## config.mk

```make
export PLATFORM = sky130hd
export DESIGN_NAME = sl_tx_fifo_channel
export DESIGN_NICKNAME = d
export VERILOG_FILES = /design/src/rtl/sl_tx_fifo_channel.sv
export SDC_FILE = /design/constraint.sdc
export NUM_CORES = 1
export LEC_CHECK = 0
export ABC_AREA = 1
export CAP_MARGIN = 40
export CELL_PAD_IN_SITES_DETAIL_PLACEMENT = 1
export CELL_PAD_IN_SITES_GLOBAL_PLACEMENT = 1
export CORE_MARGIN = 2
export CORE_UTILIZATION = 51
export DETAILED_ROUTE_END_ITERATION = 16
export PLACE_DENSITY_LB_ADDON = 0.1
export SYNTH_ARGS = -nofsm -noshare
export SYNTH_HDL_FRONTEND = slang
export SYNTH_SLANG_ARGS = --single-unit
```

## constraint.sdc

```tcl
create_clock -name clk -period 6.1 [get_ports clk]
set_clock_uncertainty 0.05 [all_clocks]
set_input_delay 1.525 -clock clk [delete_from_list [all_inputs] [get_ports clk]]
set_output_delay 1.525 -clock clk [all_outputs]
set_load 0.03 [all_outputs]
```

## src/rtl/sl_tx_fifo_channel.sv

```systemverilog
// SL two-wire serial transmitter fed from a word FIFO; each word is framed as
// data bits, optional parity, a both-low stop phase and optional idle gap phases.
module sl_tx_fifo_channel #(
    parameter int DATA_W     = 32,
    parameter int FIFO_DEPTH = 8,
    parameter int DIV_W      = 8,
    localparam int LVL_W     = $clog2(FIFO_DEPTH) + 1,
    localparam int BITS_W    = $clog2(DATA_W) + 1
) (
    input  logic              clk,
    input  logic              rst,
    input  logic [DATA_W-1:0] s_data,
    input  logic              s_valid,
    output logic              s_ready,
    input  logic              enable,
    input  logic              flush,
    input  logic [BITS_W-1:0] cfg_bits,
    input  logic [DIV_W-1:0]  cfg_div,
    input  logic [1:0]        cfg_parity,
    input  logic [7:0]        cfg_gap,
    output logic              SL0,
    output logic              SL1,
    output logic              busy,
    output logic [LVL_W-1:0]  fifo_level,
    output logic              fifo_empty,
    output logic              word_done,
    output logic              cfg_err
);

    localparam int PTR_W = $clog2(FIFO_DEPTH);

    typedef enum logic [3:0] {
        ST_IDLE,
        ST_LOAD,
        ST_BIT,
        ST_BIT_END,
        ST_PARITY,
        ST_PAR_END,
        ST_STOP,
        ST_STOP_END,
        ST_GAP
    } state_t;

    // ---------------- FIFO ----------------
    logic [DATA_W-1:0] mem [FIFO_DEPTH];
    logic [DATA_W-1:0] rd_data_reg;
    logic [PTR_W-1:0]  wr_ptr_reg;
    logic [PTR_W-1:0]  rd_ptr_reg;
    logic [LVL_W-1:0]  level_reg;
    logic              fifo_full;
    logic              push;
    logic              pop;

    state_t            state_reg;

    assign fifo_full  = (level_reg == LVL_W'(FIFO_DEPTH));
    assign fifo_empty = (level_reg == '0);
    assign fifo_level = level_reg;
    assign s_ready    = !fifo_full;
    assign push       = s_valid && s_ready;
    // Head may have been flushed between the IDLE decision and LOAD.
    assign pop        = (state_reg == ST_LOAD) && !fifo_empty;

    always_ff @(posedge clk) begin
        if (push && !flush) begin
            mem[wr_ptr_reg] <= s_data;
        end
        rd_data_reg <= mem[rd_ptr_reg];
    end

    always_ff @(posedge clk) begin
        if (rst || flush) begin
            wr_ptr_reg <= '0;
            rd_ptr_reg <= '0;
            level_reg  <= '0;
        end else begin
            if (push) begin
                wr_ptr_reg <= wr_ptr_reg + 1'b1;
            end
            if (pop) begin
                rd_ptr_reg <= rd_ptr_reg + 1'b1;
            end
            case ({push, pop})
                2'b10:   level_reg <= level_reg + 1'b1;
                2'b01:   level_reg <= level_reg - 1'b1;
                default: level_reg <= level_reg;
            endcase
        end
    end

    // ---------------- Framing FSM ----------------
    logic [DIV_W-1:0]  div_cnt_reg;
    logic [BITS_W-1:0] bit_cnt_reg;
    logic [7:0]        gap_cnt_reg;
    logic [DATA_W-1:0] shift_reg;
    logic              par_acc_reg;
    logic [BITS_W-1:0] bits_reg;
    logic [DIV_W-1:0]  div_reg;
    logic [1:0]        par_mode_reg;
    logic [7:0]        gap_reg;
    logic              sl0_reg;
    logic              sl1_reg;
    logic              cfg_err_reg;

    logic              phase_end;
    logic              last_bit;
    logic              gap_last;
    logic              par_bit;
    logic              cfg_bad;
    logic [DATA_W-1:0] shift_next;

    assign phase_end  = (div_cnt_reg == div_reg);
    assign last_bit   = (bit_cnt_reg == bits_reg - BITS_W'(1));
    assign gap_last   = (gap_cnt_reg == gap_reg - 8'd1);
    // Even mode sends the running XOR; odd and reserved modes send its inverse.
    assign par_bit    = (par_mode_reg == 2'd2) ? par_acc_reg : ~par_acc_reg;
    assign cfg_bad    = (cfg_bits == '0) || (cfg_bits > BITS_W'(DATA_W));
    assign shift_next = shift_reg >> 1;

    always_ff @(posedge clk) begin
        if (rst) begin
            state_reg    <= ST_IDLE;
            div_cnt_reg  <= '0;
            bit_cnt_reg  <= '0;
            gap_cnt_reg  <= '0;
            shift_reg    <= '0;
            par_acc_reg  <= 1'b0;
            bits_reg     <= '0;
            div_reg      <= '0;
            par_mode_reg <= '0;
            gap_reg      <= '0;
            sl0_reg      <= 1'b1;
            sl1_reg      <= 1'b1;
            cfg_err_reg  <= 1'b0;
        end else begin
            cfg_err_reg <= 1'b0;
            if (state_reg == ST_IDLE || state_reg == ST_LOAD || phase_end) begin
                div_cnt_reg <= '0;
            end else begin
                div_cnt_reg <= div_cnt_reg + 1'b1;
            end

            case (state_reg)
                ST_IDLE: begin
                    sl0_reg <= 1'b1;
                    sl1_reg <= 1'b1;
                    if (enable && !fifo_empty) begin
                        state_reg <= ST_LOAD;
                    end
                end
                ST_LOAD: begin
                    bits_reg     <= cfg_bits;
                    div_reg      <= cfg_div;
                    par_mode_reg <= cfg_parity;
                    gap_reg      <= cfg_gap;
                    bit_cnt_reg  <= '0;
                    gap_cnt_reg  <= '0;
                    par_acc_reg  <= 1'b0;
                    shift_reg    <= rd_data_reg;
                    if (cfg_bad) begin
                        cfg_err_reg <= 1'b1;
                        state_reg   <= ST_IDLE;
                    end else begin
                        state_reg <= ST_BIT;
                        sl0_reg   <= rd_data_reg[0];
                        sl1_reg   <= ~rd_data_reg[0];
                    end
                end
                ST_BIT: begin
                    if (phase_end) begin
                        par_acc_reg <= par_acc_reg ^ shift_reg[0];
                        state_reg   <= ST_BIT_END;
                        sl0_reg     <= 1'b1;
                        sl1_reg     <= 1'b1;
                    end
                end
                ST_BIT_END: begin
                    if (phase_end) begin
                        if (!last_bit) begin
                            bit_cnt_reg <= bit_cnt_reg + 1'b1;
                            shift_reg   <= shift_next;
                            state_reg   <= ST_BIT;
                            sl0_reg     <= shift_next[0];
                            sl1_reg     <= ~shift_next[0];
                        end else if (par_mode_reg == 2'd0) begin
                            state_reg <= ST_STOP;
                            sl0_reg   <= 1'b0;
                            sl1_reg   <= 1'b0;
                        end else begin
                            state_reg <= ST_PARITY;
                            sl0_reg   <= par_bit;
                            sl1_reg   <= ~par_bit;
                        end
                    end
                end
                ST_PARITY: begin
                    if (phase_end) begin
                        state_reg <= ST_PAR_END;
                        sl0_reg   <= 1'b1;
                        sl1_reg   <= 1'b1;
                    end
                end
                ST_PAR_END: begin
                    if (phase_end) begin
                        state_reg <= ST_STOP;
                        sl0_reg   <= 1'b0;
                        sl1_reg   <= 1'b0;
                    end
                end
                ST_STOP: begin
                    if (phase_end) begin
                        state_reg <= ST_STOP_END;
                        sl0_reg   <= 1'b1;
                        sl1_reg   <= 1'b1;
                    end
                end
                ST_STOP_END: begin
                    if (phase_end) begin
                        state_reg <= (gap_reg != 8'd0) ? ST_GAP : ST_IDLE;
                    end
                end
                ST_GAP: begin
                    if (phase_end) begin
                        if (gap_last) begin
                            state_reg <= ST_IDLE;
                        end else begin
                            gap_cnt_reg <= gap_cnt_reg + 8'd1;
                        end
                    end
                end
                default: begin
                    state_reg <= ST_IDLE;
                    sl0_reg   <= 1'b1;
                    sl1_reg   <= 1'b1;
                end
            endcase
        end
    end

    assign SL0       = sl0_reg;
    assign SL1       = sl1_reg;
    assign cfg_err   = cfg_err_reg;
    assign busy      = (state_reg != ST_IDLE);
    assign word_done = phase_end &&
                       (((state_reg == ST_STOP_END) && (gap_reg == 8'd0)) ||
                        ((state_reg == ST_GAP) && gap_last));

endmodule
```

==> flow_summary_export.csv <==
group,metric,value,unit
status,status,"completed",
yosys,ys_seq_area_share,65.5,%
sta,slew_violations,0,
route,wl_per_cell,19.8,um
clocking,cts_htree_levels,2,
sta,setup-tns-final,0,ns
place,port_buffers,71,
clocking,cts_buffer_depth,3,
yosys,syn_inst,1555,
sta,rsz0062_at_grt,"false",
clocking,clock_latency,0.55,ns
worst_setup_path,cpPeakStageDelay,0.69,ns
sta,period_share,74.7,%
cells_and_area,fillers,3244,
sta,final.min_clock_period,4.56,ns
sta,tightest_slew,0.903,ns
worst_setup_path,crit_required,4.53,ns
clocking,tritoncts,"done",
clocking,clkTransAtPathRegs,0.06,ns
floorplan,die-area,0.0321,mm^2
worst_setup_path,crit_path_frequent_cell,"nand2_1",
cells_and_area,drive_above_1_share,6.88,%
clocking,hold_buffers,0,
worst_setup_path,start_kind,"flip-flop",
run,drv_cap,0,
yosys,synth_edf_count,256,
route,vias_per_cell,5.62,
route,ant_nets,0,
worst_setup_path,cp-end-kind,"output pin",
floorplan,core-area,0.0304,mm^2
sta,hold_ws,0.416,ns
floorplan,dieHeight,179,um
sta,max_slew_margin,39.8,%
place,gp_congestion,0.823,
clocking,cts_resized,0,
cells_and_area,diodes,0,
yosys,synth-seq-cells,384,
yosys,synth.top_cells.by_count,"nor2_1, edfxtp_1, nand2_1",
cells_and_area,largest_reg_flops,256,
grt,grt_util_all_layers,25.6,%
sta,setup_violations,0,
route,drcViolationCount,0,
yosys,synth.distinct_cells,40,
clocking,cts_sinks,384,
yosys,async_flop_share,0,%
worst_setup_path,worst-path-stages,13,
worst_setup_path,reg2regPathDepth,9,
route,first_iter_violations,744,
yosys,synth_top_area_share,49.1,%
worst_setup_path,critPathKind,"reg -> out",
grt,grt_pass1_wl,63600,um
yosys,synth_flop_cell,"edfxtp_1",
worst_setup_path,crit_arrival,2.98,ns
power,total_power,6780,uW
cells_and_area,nets,1682,
worst_setup_path,path_delay_family,"buffers and inverters",
worst_setup_path,rrSetupSlack,2.87,ns
route,routed_wl,40300,um
floorplan,row_count,64,
grt,grt_max_degree,80,
grt,overflow,0,
worst_setup_path,crit_fanout,7,
clocking,numCtsBuffers,42,
sta,fmaxAchievable,219,MHz
grt,antenna_found_initial,0,
worst_setup_path,crit_chain,"inv_1, ha_1, inv_1, nand2_1, nand3_1, nand2_1, nand2_1, nor2_1, nand2_1, nor2_1, nand3_1, a21oi_1, clkdlybuf4s50_1",
yosys,synth_most_common_cell,"nor2_1",
worst_hold_path,worstHoldPathCells,2,
floorplan,floorplan.initialDensity,51.4,%
worst_setup_path,slowest_stage,"clkdlybuf4s50_1",
route,via_count,11500,
yosys,yosys_warnings,0,
worst_setup_path,cp_num_buf_inv,3,
yosys,synth_largest_area_cell,"edfxtp_1",
floorplan,die_x,179,um
clocking,cts_setup_buffers,0,
worst_hold_path,min_path_type,"reg -> reg",
power,power.density,374,mW/mm^2
yosys,synth_area,0.0156,mm^2
power,vdd_drop_max,0.249,mV
yosys,post_synth_main_area_contributors,"edfxtp_1, dfxtp_1, nor2_1",
place,post-dp-hpwl,23100,um
sta,hold_viol_final,0,
clocking,root_buffer,"clkbuf_16",
route,drtPass1Iterations,5,
yosys,syn_area_per_cell,10.1,um^2
power,leakagePower,0.00660,uW
yosys,synthesis.nets,1628,
floorplan,pin_count,72,
cells_and_area,area.growth.synth_to_final,15.8,%
grt,grt_pass1_vias,12200,
-- report_power, final --
| part | total (uW) | leakage, uW | switching, uW | internal (uW) |
|---|---|---|---|---|
| combinational | 1090 | 0.00253 | 718 | 369 |
| sequential | 3080 | 0.00337 | 124 | 2960 |
| clock | 2610 | 0.000711 | 1020 | 1590 |
-- path summary, 6_finish.rpt --
path,start,to
hold / removal,rd_data_reg[31],shift_reg[31]
hold reg to reg,rd_data_reg[31],shift_reg[31]
setup reg to reg,state_reg[2],shift_reg[6]
setup / recovery,gap_reg[0],word_done
-- metal layers --
metal  vias to the layer above  GRT usage [%]  part of all wire, %
met5                         -              0                    0
met4                         0           8.30                  2.4
met3                        78           3.88                  4.3
met2                       258           46.3                   51
met1                      5701           31.3                   42
li1                       5429              -                    -
-- placed cells by master, fill, tap and decap left out, types with 2 or more instances in the layout --
| cell type | count |
|---|---|
| nor2_4 | 5 |
| nand4_1 | 16 |
| nand3_1 | 45 |
| nor3_1 | 8 |
| dfxtp_1 | 126 |
| xor2_1 | 16 |
| clkdlybuf4s50_1 | 71 |
| inv_1 | 67 |
| nand2_2 | 2 |
| a21oi_1 | 50 |
| nor2_2 | 3 |
| or2_1 | 3 |
| nand2_1 | 208 |
| clkbuf_1 | 11 |
| clkinv_1 | 3 |
| nor3_2 | 4 |
| inv_2 | 5 |
| a211oi_1 | 2 |
| o22ai_1 | 32 |
| clkinv_8 | 2 |
| o21ai_0 | 186 |
| clkbuf_8 | 6 |
| clkinv_2 | 8 |
| nor2_1 | 356 |
| clkbuf_16 | 43 |
| or2_2 | 4 |
| xnor2_1 | 9 |
| buf_4 | 19 |
| ha_1 | 11 |
| o21ai_1 | 13 |
| bufinv_16 | 5 |
| nor3b_1 | 2 |
| edfxtp_1 | 256 |
| a31oi_1 | 33 |
-- through the flow --
stage | area (um^2) | utilization (%) | std cells | worst slack, ns
final | 18100 | 59.5 | 2039 | 1.54
after CTS | 18100 | 59.5 | 2039 | 1.50
after floorplan | 15600 | - | 1555 | 1.50
after global placement | 16700 | 54.7 | 1960 | 2.07
after detailed placement | 16700 | 54.8 | 1961 | 2.01
after global routing | 18100 | 59.5 | 2039 | 1.19
-- tightest hold or removal path: stages (launching register included) --
cell     delay [ns]
dfxtp_1        0.30
nand2_1        0.05
a21oi_1        0.06
-- kinds of logic after synthesis --
logic type	Yosys count	share of synthesized area [%]
compound gates	321	11.0
xor+xnor	25	1.40
fa+ha+maj	12	1.01
buf+inv	155	4.28
flops	384	65.5
simple gates	658	16.8
-- layout make-up --
type	instances	area, um^2	area share (%)
flip-flops and latches	384	10300	56.6
multi-input cells	1016	4770	26.3
clock buffers	60	1200	6.62
repair buffers	91	873	4.82
well taps	396	495	2.73
inverters	74	280	1.55
clock inverters	18	241	1.33
Power figures use the tool's default switching activity.
